==> src/rtl/program_memory_arbiter_pkg.sv <==
// program_memory_arbiter_pkg: state and requester encodings shared by the
// arbiter top, its round-robin sub-block and the bus interface.
// PMEM_WORD_ADDR(addr, aw) slices a byte address down to its word index;
// bits [1:0] are dropped and bits above aw+1 fall off, so addresses wrap.

`ifndef PMEM_WORD_ADDR
`define PMEM_WORD_ADDR(addr, aw) addr[(aw)+1:2]
`endif

package program_memory_arbiter_pkg;

    typedef enum logic [1:0] {
        SHARED    = 2'd0,
        LOCK_PEND = 2'd1,
        LOCKED    = 2'd2
    } arb_state_t;

    localparam logic REQ_FETCH = 1'b0;
    localparam logic REQ_LOAD  = 1'b1;

endpackage

==> src/rtl/program_memory_arbiter_if.sv <==
// program_memory_arbiter_if: fetch, loader and memory-side signals of the
// program memory arbiter. The slave modport is the arbiter's view, the master
// modport the surrounding system's view.
// With PMEM_ARB_MISALIGN_TRAP_EN defined the interface also carries err_o.

interface program_memory_arbiter_if #(
    parameter int DATA_WIDTH = 32,
    parameter int ADDR_WIDTH = 5
);
    logic                  fetch_req_i;
    logic [DATA_WIDTH-1:0] fetch_addr_i;
    logic                  fetch_gnt_o;
    logic                  fetch_rvalid_o;
    logic [DATA_WIDTH-1:0] fetch_rdata_o;

    logic                  load_req_i;
    logic                  load_we_i;
    logic [DATA_WIDTH-1:0] load_addr_i;
    logic [DATA_WIDTH-1:0] load_wdata_i;
    logic                  load_lock_i;
    logic                  load_gnt_o;
    logic                  load_rvalid_o;
    logic [DATA_WIDTH-1:0] load_rdata_o;

    logic                  core_stall_o;

    logic                  mem_en_o;
    logic                  mem_we_o;
    logic [ADDR_WIDTH-1:0] mem_addr_o;
    logic [DATA_WIDTH-1:0] mem_wdata_o;
    logic [DATA_WIDTH-1:0] mem_rdata_i;

`ifdef PMEM_ARB_MISALIGN_TRAP_EN
    logic                  err_o;
`endif

    modport slave (
`ifdef PMEM_ARB_MISALIGN_TRAP_EN
        output err_o,
`endif
        input  fetch_req_i, fetch_addr_i,
        output fetch_gnt_o, fetch_rvalid_o, fetch_rdata_o,
        input  load_req_i, load_we_i, load_addr_i, load_wdata_i, load_lock_i,
        output load_gnt_o, load_rvalid_o, load_rdata_o,
        output core_stall_o,
        output mem_en_o, mem_we_o, mem_addr_o, mem_wdata_o,
        input  mem_rdata_i
    );

    modport master (
`ifdef PMEM_ARB_MISALIGN_TRAP_EN
        input  err_o,
`endif
        output fetch_req_i, fetch_addr_i,
        input  fetch_gnt_o, fetch_rvalid_o, fetch_rdata_o,
        output load_req_i, load_we_i, load_addr_i, load_wdata_i, load_lock_i,
        input  load_gnt_o, load_rvalid_o, load_rdata_o,
        input  core_stall_o,
        input  mem_en_o, mem_we_o, mem_addr_o, mem_wdata_o,
        output mem_rdata_i
    );

endinterface

==> src/rtl/program_memory_arbiter_rr_arbiter_2.sv <==
// program_memory_arbiter_rr_arbiter_2: two-input round-robin grant logic.
// A lone requester always wins; on a tie the requester that did not win the
// previous grant goes first. last_grant resets to fetch so the loader wins
// the first tie.

module program_memory_arbiter_rr_arbiter_2
    import program_memory_arbiter_pkg::*;
(
    input  logic       clk,
    input  logic       reset,
    input  logic [1:0] req,
    output logic [1:0] gnt
);

    logic last_grant;

    // Pick the lone requester, or on a tie the one that lost last time.
    always_comb begin
        gnt = 2'b00;
        if (req[REQ_FETCH] && req[REQ_LOAD]) begin
            if (last_grant == REQ_FETCH) begin
                gnt[REQ_LOAD] = 1'b1;
            end else begin
                gnt[REQ_FETCH] = 1'b1;
            end
        end else begin
            gnt = req;
        end
    end

    // Remember the winner of every granted cycle.
    always_ff @(posedge clk) begin
        if (reset) begin
            last_grant <= REQ_FETCH;
        end else if (|gnt) begin
            last_grant <= gnt[REQ_LOAD] ? REQ_LOAD : REQ_FETCH;
        end
    end

endmodule

==> src/rtl/program_memory_arbiter.sv <==
// program_memory_arbiter: shares a single-port, synchronous-read program
// memory between the core fetch port and the boot/debug loader.
// Grants are combinational; read data comes back one cycle after the grant
// and is steered to the requester that owns the pending read.
// Optional build macro PMEM_ARB_MISALIGN_TRAP_EN: misaligned or out-of-range
// accesses are granted but never reach the memory; they return zero data and
// pulse err_o one cycle later.
//
// state     | meaning
// ----------+-----------------------------------------------
// SHARED    | round-robin between fetch and loader
// LOCK_PEND | lock requested, letting the in-flight read drain
// LOCKED    | loader owns the memory exclusively

module program_memory_arbiter
    import program_memory_arbiter_pkg::*;
#(
    parameter int MEMORY_DEPTH = 32,
    parameter int DATA_WIDTH   = 32,
    parameter int ADDR_WIDTH   = 5
) (
    input logic                     clk,
    input logic                     reset,
    program_memory_arbiter_if.slave bus
);

    arb_state_t            state;
    logic [1:0]            req;
    logic [1:0]            gnt;
    logic                  fetch_gnt;
    logic                  load_gnt;
    logic                  any_gnt;
    logic                  rd_issue;
    logic                  fetch_bad;
    logic                  load_bad;
    logic                  sel_bad;
    logic [ADDR_WIDTH-1:0] fetch_waddr;
    logic [ADDR_WIDTH-1:0] load_waddr;
    logic                  rd_pend;
    logic                  rd_owner;
    logic                  err_q;
    logic                  fetch_rvalid;
    logic                  load_rvalid;
    logic [DATA_WIDTH-1:0] resp_data;
    logic [DATA_WIDTH-1:0] fetch_rdata_q;
    logic [DATA_WIDTH-1:0] load_rdata_q;
    logic [31:0]           unused_cfg;

    // Fetch is shut out whenever the loader holds or is acquiring the lock.
    assign req[REQ_FETCH] = bus.fetch_req_i & (state == SHARED) & ~reset;
    assign req[REQ_LOAD]  = bus.load_req_i & ~reset;

    program_memory_arbiter_rr_arbiter_2 u_rr_arbiter_2 (
        .clk   (clk),
        .reset (reset),
        .req   (req),
        .gnt   (gnt)
    );

    assign fetch_gnt = gnt[REQ_FETCH];
    assign load_gnt  = gnt[REQ_LOAD];
    assign any_gnt   = fetch_gnt | load_gnt;
    assign rd_issue  = fetch_gnt | (load_gnt & ~bus.load_we_i);

    assign fetch_waddr = `PMEM_WORD_ADDR(bus.fetch_addr_i, ADDR_WIDTH);
    assign load_waddr  = `PMEM_WORD_ADDR(bus.load_addr_i, ADDR_WIDTH);
    assign unused_cfg  = MEMORY_DEPTH;

`ifdef PMEM_ARB_MISALIGN_TRAP_EN
    assign fetch_bad = (|bus.fetch_addr_i[1:0]) | ((bus.fetch_addr_i >> (ADDR_WIDTH + 2)) != '0);
    assign load_bad  = (|bus.load_addr_i[1:0]) | ((bus.load_addr_i >> (ADDR_WIDTH + 2)) != '0);
    assign bus.err_o = err_q & ~reset;
`else
    logic unused_addr_bits;
    assign fetch_bad = 1'b0;
    assign load_bad  = 1'b0;
    assign unused_addr_bits = ^{bus.fetch_addr_i[DATA_WIDTH-1:ADDR_WIDTH+2], bus.fetch_addr_i[1:0],
                                bus.load_addr_i[DATA_WIDTH-1:ADDR_WIDTH+2], bus.load_addr_i[1:0]};
`endif

    assign sel_bad = (fetch_gnt & fetch_bad) | (load_gnt & load_bad);

    assign bus.fetch_gnt_o  = fetch_gnt;
    assign bus.load_gnt_o   = load_gnt;
    assign bus.mem_en_o     = any_gnt & ~sel_bad;
    assign bus.mem_we_o     = load_gnt & bus.load_we_i & ~sel_bad;
    assign bus.mem_addr_o   = load_gnt ? load_waddr : (fetch_gnt ? fetch_waddr : '0);
    assign bus.mem_wdata_o  = load_gnt ? bus.load_wdata_i : '0;
    assign bus.core_stall_o = ~reset & ((bus.fetch_req_i & ~fetch_gnt) | (state != SHARED));

    // A trapped access never touched the memory, so its response is zero.
    assign resp_data    = err_q ? '0 : bus.mem_rdata_i;
    assign fetch_rvalid = rd_pend & (rd_owner == REQ_FETCH) & ~reset;
    assign load_rvalid  = rd_pend & (rd_owner == REQ_LOAD) & ~reset;

    assign bus.fetch_rvalid_o = fetch_rvalid;
    assign bus.load_rvalid_o  = load_rvalid;
    assign bus.fetch_rdata_o  = fetch_rvalid ? resp_data : fetch_rdata_q;
    assign bus.load_rdata_o   = load_rvalid ? resp_data : load_rdata_q;

    // Lock sequencing: the pending-drain step always lasts a single cycle.
    always_ff @(posedge clk) begin
        if (reset) begin
            state <= SHARED;
        end else begin
            case (state)
                SHARED:    if (bus.load_lock_i) state <= LOCK_PEND;
                LOCK_PEND: state <= bus.load_lock_i ? LOCKED : SHARED;
                LOCKED:    if (!bus.load_lock_i) state <= SHARED;
                default:   state <= SHARED;
            endcase
        end
    end

    // Track the owner of the in-flight read and hold each port's last data.
    always_ff @(posedge clk) begin
        if (reset) begin
            rd_pend       <= 1'b0;
            rd_owner      <= REQ_FETCH;
            err_q         <= 1'b0;
            fetch_rdata_q <= '0;
            load_rdata_q  <= '0;
        end else begin
            rd_pend       <= rd_issue;
            rd_owner      <= load_gnt ? REQ_LOAD : REQ_FETCH;
            err_q         <= any_gnt & sel_bad;
            fetch_rdata_q <= bus.fetch_rdata_o;
            load_rdata_q  <= bus.load_rdata_o;
        end
    end

endmodule

==> src/flat_wrapper.sv <==
// flat-port wrapper written by rule: the top's interface ports become plain ports
module program_memory_arbiter_flat import program_memory_arbiter_pkg::*;
#(
    parameter int MEMORY_DEPTH = 32,
    parameter int DATA_WIDTH   = 32,
    parameter int ADDR_WIDTH   = 5
)
  (clk, reset, bus_fetch_req_i, bus_fetch_addr_i, bus_fetch_gnt_o, bus_fetch_rvalid_o, bus_fetch_rdata_o, bus_load_req_i, bus_load_we_i, bus_load_addr_i, bus_load_wdata_i, bus_load_lock_i, bus_load_gnt_o, bus_load_rvalid_o, bus_load_rdata_o, bus_core_stall_o, bus_mem_en_o, bus_mem_we_o, bus_mem_addr_o, bus_mem_wdata_o, bus_mem_rdata_i);
  program_memory_arbiter_if #(.DATA_WIDTH(DATA_WIDTH), .ADDR_WIDTH(ADDR_WIDTH)) bus_i ();
  input logic clk;
  input logic reset;
  input wire logic [$bits(bus_i.fetch_req_i)-1:0] bus_fetch_req_i;
  input wire logic [$bits(bus_i.fetch_addr_i)-1:0] bus_fetch_addr_i;
  output wire logic [$bits(bus_i.fetch_gnt_o)-1:0] bus_fetch_gnt_o;
  output wire logic [$bits(bus_i.fetch_rvalid_o)-1:0] bus_fetch_rvalid_o;
  output wire logic [$bits(bus_i.fetch_rdata_o)-1:0] bus_fetch_rdata_o;
  input wire logic [$bits(bus_i.load_req_i)-1:0] bus_load_req_i;
  input wire logic [$bits(bus_i.load_we_i)-1:0] bus_load_we_i;
  input wire logic [$bits(bus_i.load_addr_i)-1:0] bus_load_addr_i;
  input wire logic [$bits(bus_i.load_wdata_i)-1:0] bus_load_wdata_i;
  input wire logic [$bits(bus_i.load_lock_i)-1:0] bus_load_lock_i;
  output wire logic [$bits(bus_i.load_gnt_o)-1:0] bus_load_gnt_o;
  output wire logic [$bits(bus_i.load_rvalid_o)-1:0] bus_load_rvalid_o;
  output wire logic [$bits(bus_i.load_rdata_o)-1:0] bus_load_rdata_o;
  output wire logic [$bits(bus_i.core_stall_o)-1:0] bus_core_stall_o;
  output wire logic [$bits(bus_i.mem_en_o)-1:0] bus_mem_en_o;
  output wire logic [$bits(bus_i.mem_we_o)-1:0] bus_mem_we_o;
  output wire logic [$bits(bus_i.mem_addr_o)-1:0] bus_mem_addr_o;
  output wire logic [$bits(bus_i.mem_wdata_o)-1:0] bus_mem_wdata_o;
  input wire logic [$bits(bus_i.mem_rdata_i)-1:0] bus_mem_rdata_i;
  assign bus_i.fetch_req_i = bus_fetch_req_i;
  assign bus_i.fetch_addr_i = bus_fetch_addr_i;
  assign bus_fetch_gnt_o = bus_i.fetch_gnt_o;
  assign bus_fetch_rvalid_o = bus_i.fetch_rvalid_o;
  assign bus_fetch_rdata_o = bus_i.fetch_rdata_o;
  assign bus_i.load_req_i = bus_load_req_i;
  assign bus_i.load_we_i = bus_load_we_i;
  assign bus_i.load_addr_i = bus_load_addr_i;
  assign bus_i.load_wdata_i = bus_load_wdata_i;
  assign bus_i.load_lock_i = bus_load_lock_i;
  assign bus_load_gnt_o = bus_i.load_gnt_o;
  assign bus_load_rvalid_o = bus_i.load_rvalid_o;
  assign bus_load_rdata_o = bus_i.load_rdata_o;
  assign bus_core_stall_o = bus_i.core_stall_o;
  assign bus_mem_en_o = bus_i.mem_en_o;
  assign bus_mem_we_o = bus_i.mem_we_o;
  assign bus_mem_addr_o = bus_i.mem_addr_o;
  assign bus_mem_wdata_o = bus_i.mem_wdata_o;
  assign bus_i.mem_rdata_i = bus_mem_rdata_i;
  program_memory_arbiter #(.MEMORY_DEPTH(MEMORY_DEPTH), .DATA_WIDTH(DATA_WIDTH), .ADDR_WIDTH(ADDR_WIDTH)) u_core (.clk(clk), .reset(reset), .bus(bus_i));
endmodule
==> config.mk <==
export PLATFORM = sky130hd
export DESIGN_NAME = program_memory_arbiter_flat
export DESIGN_NICKNAME = d
export VERILOG_FILES = /design/src/rtl/program_memory_arbiter_pkg.sv /design/src/rtl/program_memory_arbiter_if.sv /design/src/rtl/program_memory_arbiter_rr_arbiter_2.sv /design/src/rtl/program_memory_arbiter.sv /design/src/flat_wrapper.sv
export SDC_FILE = /design/constraint.sdc
export NUM_CORES = 1
export LEC_CHECK = 0
export BUFFER_PORTS_ARGS = -buffer_cell sky130_fd_sc_hd__clkbuf_2
export CAP_MARGIN = 15
export CORE_MARGIN = 3
export CORE_UTILIZATION = 40
export CTS_BUF_LIST = sky130_fd_sc_hd__clkbuf_16
export DETAILED_ROUTE_END_ITERATION = 7
export GPL_TIMING_DRIVEN = 0
export PLACE_DENSITY = 0.8
export SLEW_MARGIN = 15
export SYNTH_ARGS = -nofsm -noshare
export SYNTH_HDL_FRONTEND = slang
export SYNTH_SLANG_ARGS = --single-unit
==> constraint.sdc <==
create_clock -name clk -period 2.1 [get_ports clk]
set_input_delay 0.105 -clock clk [delete_from_list [all_inputs] [get_ports clk]]
set_output_delay 0.105 -clock clk [all_outputs]
set_load 0.02 [all_outputs]
# --- After elaboration in Yosys (flattened, before gate mapping) ---
# Index checks and enable logic that the tools add are counted.
word_totals:
  regBits: 69
op_classes:
  n_reduce_logical: 5
  mux: 13
  eq_ne: 4
  bitwise_logic: 18
ops:
  columns: ["op", "n"]
  rows:
  - ["$mux 32", 3]
  - ["$and 1x1->1", 11]
  - ["$mux 5", 2]
  - ["$mux 2", 4]
  - ["$pmux 2 s3", 1]
  - ["$ne 2x2->1 const B", 2]
  - ["$not 1->1", 4]
  - ["$mux 1", 3]
  - ["$or 1x1->1", 3]
  - ["$eq 2x1->1 const B", 1]
  - ["$eq 2x2->1 const B", 1]
  - ["$logic_not 2->1", 1]
  - ["$reduce_and 2->1", 1]
  - ["$reduce_bool 2->1", 1]
  - ["$reduce_or 2->1", 1]
  - ["$logic_and 1x1->1", 1]

# --- Depth between registers and ports, before layout ---
# Gate-level depths: netlist (run 1).
depth:
  ltp_word: 9
  mapped_depth: 6
  mapped_depth_nobuf: 3

# --- Cells and area by module ---
# A second synthesis (run 1) with hierarchy kept.
hier_totals:
  hier_cells: 422
  hier_area_um2: 3495.9
modules_own_cells:
  columns: ["mod", "n_inst", "area_each_um2", "seq_area_each_um2", "cells_each"]
  rows:
  - ["program_memory_arbiter", 1, 3445.8, 1361.3, 416]
  - ["program_memory_arbiter_rr_arbiter_2", 1, 50.0, 20.0, 6]

# --- Least setup slack after synthesis (run 1) ---
# No wires, ideal clock.
synth_path:
  kind: "reg-to-output"
  start: "reg u_core.state[1]"
  end: "out bus_mem_addr_o[0]"
  path_buffers: 0
  arrival_ns: 1.402
  setup_slack_ns: 0.593
  stages_incl_launch_ff: 4
  path_cell_list: "dfxtp_1 -> or3b_4 -> nor3_4 -> a22o_1"
synth_via:
  elab_chain_len: 7
synth_rtl:
  columns: ["element", "line_no", "text"]
  rows:
  - ["start, declared", "program_memory_arbiter.sv:27", "arb_state_t state;"]
  - ["start signal, assigned", "program_memory_arbiter.sv:108", "LOCK_PEND: state <= bus.load_lock_i ? LOCKED : SHARED;"]
  - ["$logic_not 2->1 *", "program_memory_arbiter.sv:50", "assign req[REQ_FETCH] = bus.fetch_req_i & (state == SHARED) & ~reset;"]
  - ["$and 1x1->1 * (2 in series)", "program_memory_arbiter.sv:50", null]
  - ["$logic_and 1x1->1", "program_memory_arbiter_rr_arbiter_2.sv:20", "if (req[REQ_FETCH] && req[REQ_LOAD]) begin"]
  - ["$mux 2 *", "program_memory_arbiter_rr_arbiter_2.sv:20", null]
  - ["via bus_fetch_gnt_o", "flat_wrapper.sv:14", "output wire logic [$bits(bus_i.fetch_gnt_o)-1:0] bus_fetch_gnt_o;"]
  - ["$mux 5 * (2 in series)", "program_memory_arbiter.sv:87", "assign bus.mem_addr_o = load_gnt ? load_waddr : (fetch_gnt ? fetch_waddr : '0);"]
  - ["end, declared", "flat_wrapper.sv:28", "output wire logic [$bits(bus_i.mem_addr_o)-1:0] bus_mem_addr_o;"]
# Mark *: on every way through the listed nets, which the timed path passes. The rest lies on a longest branch.

# --- Final worst setup path (run 1) ---
layout_path:
  start: "reg u_core.rd_pend"
  end: "out bus_fetch_rdata_o[24]"
layout_via:
  elab_chain_len: 3
layout_rtl:
  columns: ["element", "line_no", "text"]
  rows:
  - ["start, declared", "program_memory_arbiter.sv:39", "logic rd_pend;"]
  - ["start signal, assigned", "program_memory_arbiter.sv:124", "rd_pend <= rd_issue;"]
  - ["$and 1x1->1 (2 in series)", "program_memory_arbiter.sv:93", "assign fetch_rvalid = rd_pend & (rd_owner == REQ_FETCH) & ~reset;"]
  - ["$mux 32", "program_memory_arbiter.sv:98", "assign bus.fetch_rdata_o = fetch_rvalid ? resp_data : fetch_rdata_q;"]
  - ["end, declared", "flat_wrapper.sv:16", "output wire logic [$bits(bus_i.fetch_rdata_o)-1:0] bus_fetch_rdata_o;"]
# No other way between the ends.

==> results of run 1 <==
==> sequential cells by signal (all words and copies together) (netlist names) <==
name                              cells
u_core.fetch_rdata_q                 32
u_core.u_rr_arbiter_2.last_grant      1
u_core.rd_owner                       1
u_core.load_rdata_q                  32
u_core.state                          2
u_core.rd_pend                        1
==> area by class of cell <==
class / count / share of cell area, %
plain buffers: 32 / 3.45
clock buffers: 9 / 4.60
clock inverters: 6 / 1.64
inverters: 2 / 0.153
multi-input cells: 317 / 40.0
flip-flops and latches: 69 / 28.2
well taps: 105 / 2.69
repair buffers: 187 / 19.2
==> path summary, 6_finish.rpt <==
kind	startpoint	end	slack, ns
setup / recovery	u_core.rd_pend	bus_fetch_rdata_o[24]	0.15
hold / removal	bus_load_we_i	u_core.rd_pend	0.02
setup reg to reg	u_core.rd_owner	u_core.load_rdata_q[27]	0.73
hold reg to reg	u_core.load_rdata_q[19]	u_core.load_rdata_q[19]	0.45
==> logic make-up after synthesis <==
family / count (synthesis)
AOI/OAI and AO/OA: 72
buffers and inverters: 34
muxes: 64
DFF: 69
xor gates and xnor gates: 1
and+or+nand+nor: 180
==> power groups by stage <==
stage	registers (mW)	logic (mW)	clock network, mW
final	1.40	0.665	1.56
after global routing	1.40	0.722	1.65
after detailed placement	1.42	0.669	0
after CTS	1.40	0.673	1.59
after global placement	1.42	0.658	0
after floorplan	1.42	0.410	0
==> cells in the final DEF, fill, tap and decap left out, types with 4 or more instances in the layout <==
master,instances
clkbuf_2,187
nand2_1,129
dfxtp_1,69
a21oi_1,65
mux2_2,62
and2_1,34
buf_2,14
clkbuf_1,10
clkbuf_16,9
a22o_1,5
nor2_1,4
==> cell usage after synthesis, drive strengths merged <==
master and count:
dfxtp 69, or3b 1, a22o 5, a21oi 65
nor2b 2, xnor2 1, clkbuf 11, or2b 1
and2 34, and4bb 1, nor2 5, nand2b 2
buf 21, mux2 64, a211oi 1, nand2 129
nor3b 1, nand3b 1, inv 2, nor3 3
o21bai 1
==> per-layer routing <==
layer	GRT usage, %	vias to the layer above
li1	-	1795
met3	5.61	22
met4	9.66	0
met5	0	-
met1	22.9	1644
met2	40.6	148
==> stage by stage <==
step / util (%) / hold slack, ns / setup slack, ns / cells / power, mW
4_1_cts: 58.4 / 0.00610 / 0.110 / 727 / 3.66
6_report: 58.4 / 0.0156 / 0.147 / 727 / 3.62
3_5_place_dp: 54.6 / 0.350 / 0.337 / 711 / 2.09
3_3_place_gp: 54.6 / 0.352 / 0.362 / 711 / 2.08
5_1_grt: 58.4 / 0.0128 / 0.0305 / 727 / 3.78
2_1_floorplan: - / 0.210 / 0.593 / 420 / 1.83
==> what timing repair did <==
item | CTS | global route
hold endpoints to repair | 0 | 0
endpoints found under the setup margin | 1 | 0
buffers inserted | 1 | 0
==> run_results.csv, run 1 <==
group,metric,value,unit
outcome,status,"finished clean",
clock_network,clockBufferDepth,2,
finish,stdcell_area,0.00489,mm²
timing,slew_viol_final,0,
placed_design,dpl_cell_area,0.00458,mm²
worst_setup_path,crit_path_top_delay_cell,"dfxtp_1",
routing,wirelength,11000,µm
yosys,synthCells,420,
yosys,synth_seq_area_share,39.3,%
routing,m1WireLength,4230,µm
power,p_per_area,741,mW/mm²
floorplanning,die_w,99.8,µm
yosys,ys.warnings.count,0,
floorplanning,io_pins,242,
timing,rsz0062_at_grt,"no",
timing,fin_setup_tns,0,ns
timing,worst_clock_skew,0.00714,ns
power,power.share.sequential,38.6,%
clock_network,cts_max_level,3,
timing,max_clock_freq,0.512,GHz
yosys,avgSynthCellArea,8.37,µm²
timing,worst_pin_slew,0.516,ns
floorplanning,dieArea,0.00995,mm²
yosys,synthAdderAreaFrac,0,%
global_routing,antenna_found_initial,0,
finish,drive_above_1_share,46.3,%
power,leakage,2.37,nW
yosys,synthSimpleGateAreaFrac,24.0,%
finish,nets,752,
clock_network,cts_resized,0,
worst_setup_path,cp_cell_sequence,"nor3b_4 -> buf_6 -> mux2_2 -> clkbuf_2",
timing,hold_viol_final,0,
worst_setup_path,cp_num_cells,4,
finish,multi_input_area,0.00196,mm²
worst_setup_path,critPathMaxFanout,10,
worst_setup_path,worstPathArrival,1.85,ns
global_routing,grt_overflow,0,
yosys,yosys_register_bits,69,
worst_setup_path,cp-start-kind,"register",
power,switchingPower,0.970,mW
floorplanning,die_height,99.8,µm
timing,period_minus_slack,1.95,ns
placed_design,place_congestion,0.890,
floorplanning,initial_core_util,41.9,%
finish,area_growth,39.1,%
global_routing,grt_pass1_vias,3594,
routing,postRouteAntennaNets,0,
flow_run,maxCapViolations,0,
power,switching_share,26.8,%
clock_network,clockRootBuffer,"clkbuf_16",
hold_path,hold_path_class,"input pin to register",
finish,seq_area,0.00138,mm²
yosys,syn-num-nets,554,
power,power.internal,2.65,mW
placed_design,post-dp-hpwl,8540,µm
routing,drt_first_pass_iters,4,
routing,wl_met2,5790,µm
routing,wl_met3,725,µm
global_routing,grt_max_degree,12,
global_routing,grt_usage,21.8,%
placed_design,portBuffers,186,
yosys,synth_cell_type_count,28,
clock_network,clkSinkCount,69,
clock_network,cts_inserted_buffers,9,
yosys,yosys-top-cells-area,"dfxtp_1 (39%), mux2_2 (20%), nand2_1 (14%)",
finish,fill_cells,793,
routing,routed.top_layer,"met4",
power,clkPwrFrac,43.1,%
yosys,synth_top_family_by_area,"simple AND/OR/NAND/NOR gates",
yosys,synth_mux_area_share,20.5,%
routing,wl_per_cell,15.1,µm
worst_setup_path,cp-end-kind,"primary output",
yosys,synth_xor_area_share,0.249,%
routing,drc,0,
worst_setup_path,cp_top_family,"flip-flops",
worst_setup_path,cp_num_buf_inv,2,
floorplanning,core,0.00838,mm²
yosys,syn_area,0.00352,mm²
worst_setup_path,crit_type,"register to primary output",
timing,slew_headroom,65.6,%
global_routing,grt_pass1_wl,17200,µm
clock_network,clk_latency,0.33,ns
clock_network,clk_pin_slew,0.05,ns
timing,final-setup-viol-count,0,
finish,diodes,0,
yosys,synth-compound-area-share,10.9,%
yosys,synth_top_cell_area_share,39.3,%
worst_setup_path,required,2.00,ns
yosys,yosys.area.top_type,"dfxtp_1",
timing,final.period_utilization,93.0,%
clock_network,cts_tree,"built",
power,p_comb_share,18.4,%
worst_setup_path,worstRegToRegCells,5,
hold_path,hold_depth,2,
power,vdd.ir_drop.worst,0.315,mV
worst_setup_path,cpPeakStageDelay,0.44,ns
routing,vias_per_cell,4.96,
routing,vias,3609,
clock_network,postCtsHoldBufs,0,
floorplanning,rows,33,
routing,drt_iter0_markers,74,
Note: power is estimated with default switching activity, not from simulation.
==> inputs of run 2 (changes only) <==
--- a/config.mk
+++ b/config.mk
@@ -7,12 +7,13 @@
 export LEC_CHECK = 0
 export BUFFER_PORTS_ARGS = -buffer_cell sky130_fd_sc_hd__clkbuf_2
 export CAP_MARGIN = 15
-export CORE_MARGIN = 3
+export CORE_MARGIN = 4
 export CORE_UTILIZATION = 40
 export CTS_BUF_LIST = sky130_fd_sc_hd__clkbuf_16
 export DETAILED_ROUTE_END_ITERATION = 7
 export GPL_TIMING_DRIVEN = 0
 export PLACE_DENSITY = 0.8
+export SKIP_CTS_REPAIR_TIMING = 1
 export SLEW_MARGIN = 15
 export SYNTH_ARGS = -nofsm -noshare
 export SYNTH_HDL_FRONTEND = slang
==> run 2 against run 1 <==
Compared with the run above:
- total power shrank 7.0%
- worst hold slack worse by 0.0088 ns
- largest cell class unchanged
- critical endpoint is now bus_fetch_rdata_o[22]
- clock-buffer cell count unchanged
- clock power is 16% lower
- critical path depth is 1 higher
- final area down 0.69%
- via count is 1.0% lower
==> run_results.csv, run 2 (same netlist as run 1, synthesis figures left out) <==
group,metric,value,unit
outcome,status,"finished clean",
timing,rsz0062_at_grt,"no",
hold_path,hold_depth,2,
clock_network,clk_pin_slew,0.05,ns
timing,final-setup-viol-count,0,
routing,wirelength,10500,µm
routing,postRouteAntennaNets,0,
global_routing,grt_pass1_vias,3560,
power,total_power,3.37,mW
timing,holdWs,0.00679,ns
finish,area_growth,38.1,%
placed_design,portBuffers,186,
global_routing,grt_pass1_wl,16500,µm
global_routing,grt_usage,20.3,%
floorplanning,dieArea,0.0104,mm²
power,p_comb_share,19.6,%
power,power.share.sequential,41.4,%
worst_setup_path,worstRegToRegCells,4,
clock_network,clkSinkCount,69,
finish,diodes,0,
timing,period_minus_slack,1.93,ns
power,p_per_area,694,mW/mm²
placed_design,place_ws,0.377,ns
timing,worst_clock_skew,0.00503,ns
timing,final.period_utilization,91.9,%
floorplanning,initial_core_util,41.9,%
power,switching_share,28.4,%
hold_path,hp-start,"bus_load_we_i",
global_routing,antenna_found_initial,0,
placed_design,place_inst,711,
finish,postLayoutCoreUtil,57.9,%
global_routing,use_met3,5.17,%
floorplanning,rows,33,
worst_setup_path,cp-start-kind,"register",
routing,vias_per_cell,4.90,
global_routing,grtUsageMet2,37.8,%
timing,worst_pin_slew,0.551,ns
power,vdd.ir_drop.worst,0.310,mV
floorplanning,die_w,102,µm
finish,layout_common_cells,"clkbuf_2 (187), nand2_1 (129), dfxtp_1 (69)",
clock_network,clockBufferDepth,2,
routing,wl_per_cell,14.4,µm
timing,worst_slack,0.170,ns
clock_network,cts_max_level,3,
power,switchingPower,0.958,mW
global_routing,grt_overflow,0,
global_routing,grt_use_met1,21.9,%
flow_run,maxCapViolations,0,
worst_setup_path,worstPathArrival,1.83,ns
timing,max_clock_freq,0.518,GHz
hold_path,hold_path_class,"input pin to register",
clock_network,cts_tree,"built",
placed_design,place_congestion,0.867,
worst_setup_path,cp-end-kind,"primary output",
power,power.internal,2.41,mW
power,clkPwrFrac,38.9,%
finish,drive_above_1_share,46.6,%
worst_setup_path,reg2reg_from,"u_core.rd_owner",
clock_network,clockRootBuffer,"clkbuf_16",
worst_setup_path,critPathMaxFanout,10,
finish,reg_top3,"u_core.fetch_rdata_q x32, u_core.load_rdata_q x32, u_core.state x2",
finish,stdcell_area,0.00486,mm²
worst_setup_path,required,2.00,ns
global_routing,busiest_layer,"met2",
floorplanning,io_pins,242,
timing,slew_viol_final,0,
clock_network,clk_latency,0.32,ns
timing,fin_setup_tns,0,ns
routing,vias,3573,
placed_design,post-dp-hpwl,8290,µm
global_routing,grt_max_degree,12,
routing,drt_first_pass_iters,4,
worst_setup_path,crit_type,"register to primary output",
finish,final_common_cell,"clkbuf_2",
routing,drt_iter0_markers,77,
hold_path,hold_end,"u_core.rd_pend",
worst_setup_path,rr_endpoint,"u_core.load_rdata_q[12]",
timing,slew_headroom,63.3,%
timing,hold_viol_final,0,
finish,nets,754,
placed_design,dpl_cell_area,0.00458,mm²
floorplanning,core,0.00838,mm²
worst_setup_path,rrSetupSlack,0.72,ns
clock_network,cts_inserted_buffers,9,
floorplanning,die_height,102,µm
power,leakage,2.36,nW
routing,drc,0,
finish,instances_no_fill,729,
==> run 2: layer usage <==
layer | wire length [µm] | vias up
met4 | 176 | 0
met5 | 0 | -
li1 | - | 1795
met2 | 5500 | 135
met1 | 4060 | 1629
met3 | 752 | 14
==> run 2: layout make-up <==
cell class              count  area, µm²
repair buffers            189        953
plain buffers              32        169
clock buffers               9        225
clock inverters             6       31.3
inverters                   2       7.51
well taps                 105        131
multi-input cells         317       1960
flip-flops and latches     69       1380
fillers                   809       3520
==> run 2: how the worst max path moves through the flow <==
stage	from	endpoint
2_1_floorplan	u_core.state[1]	bus_mem_addr_o[0]
3_3_place_gp	u_core.rd_pend	bus_fetch_rdata_o[14]
3_5_place_dp	u_core.rd_pend	bus_fetch_rdata_o[15]
4_1_cts	u_core.rd_pend	bus_fetch_rdata_o[15]
5_1_grt	u_core.state[0]	bus_mem_wdata_o[11]
6_report	u_core.rd_pend	bus_fetch_rdata_o[22]
==> run 2: critical path, stage by stage, from the launching register on <==
cell and delay [ns]:
dfxtp_1 0.45, nor3b_4 0.24, buf_4 0.16, buf_6 0.15, mux2_2 0.35, clkbuf_2 0.16
==> run 2: power groups by stage <==
stage	clock, mW	sequential [mW]	combinational [mW]
final	1.31	1.40	0.662
after global routing	1.40	1.40	0.724
after CTS	1.34	1.40	0.667
after detailed placement	0	1.42	0.665
after global placement	0	1.42	0.656
after floorplan	0	1.42	0.410
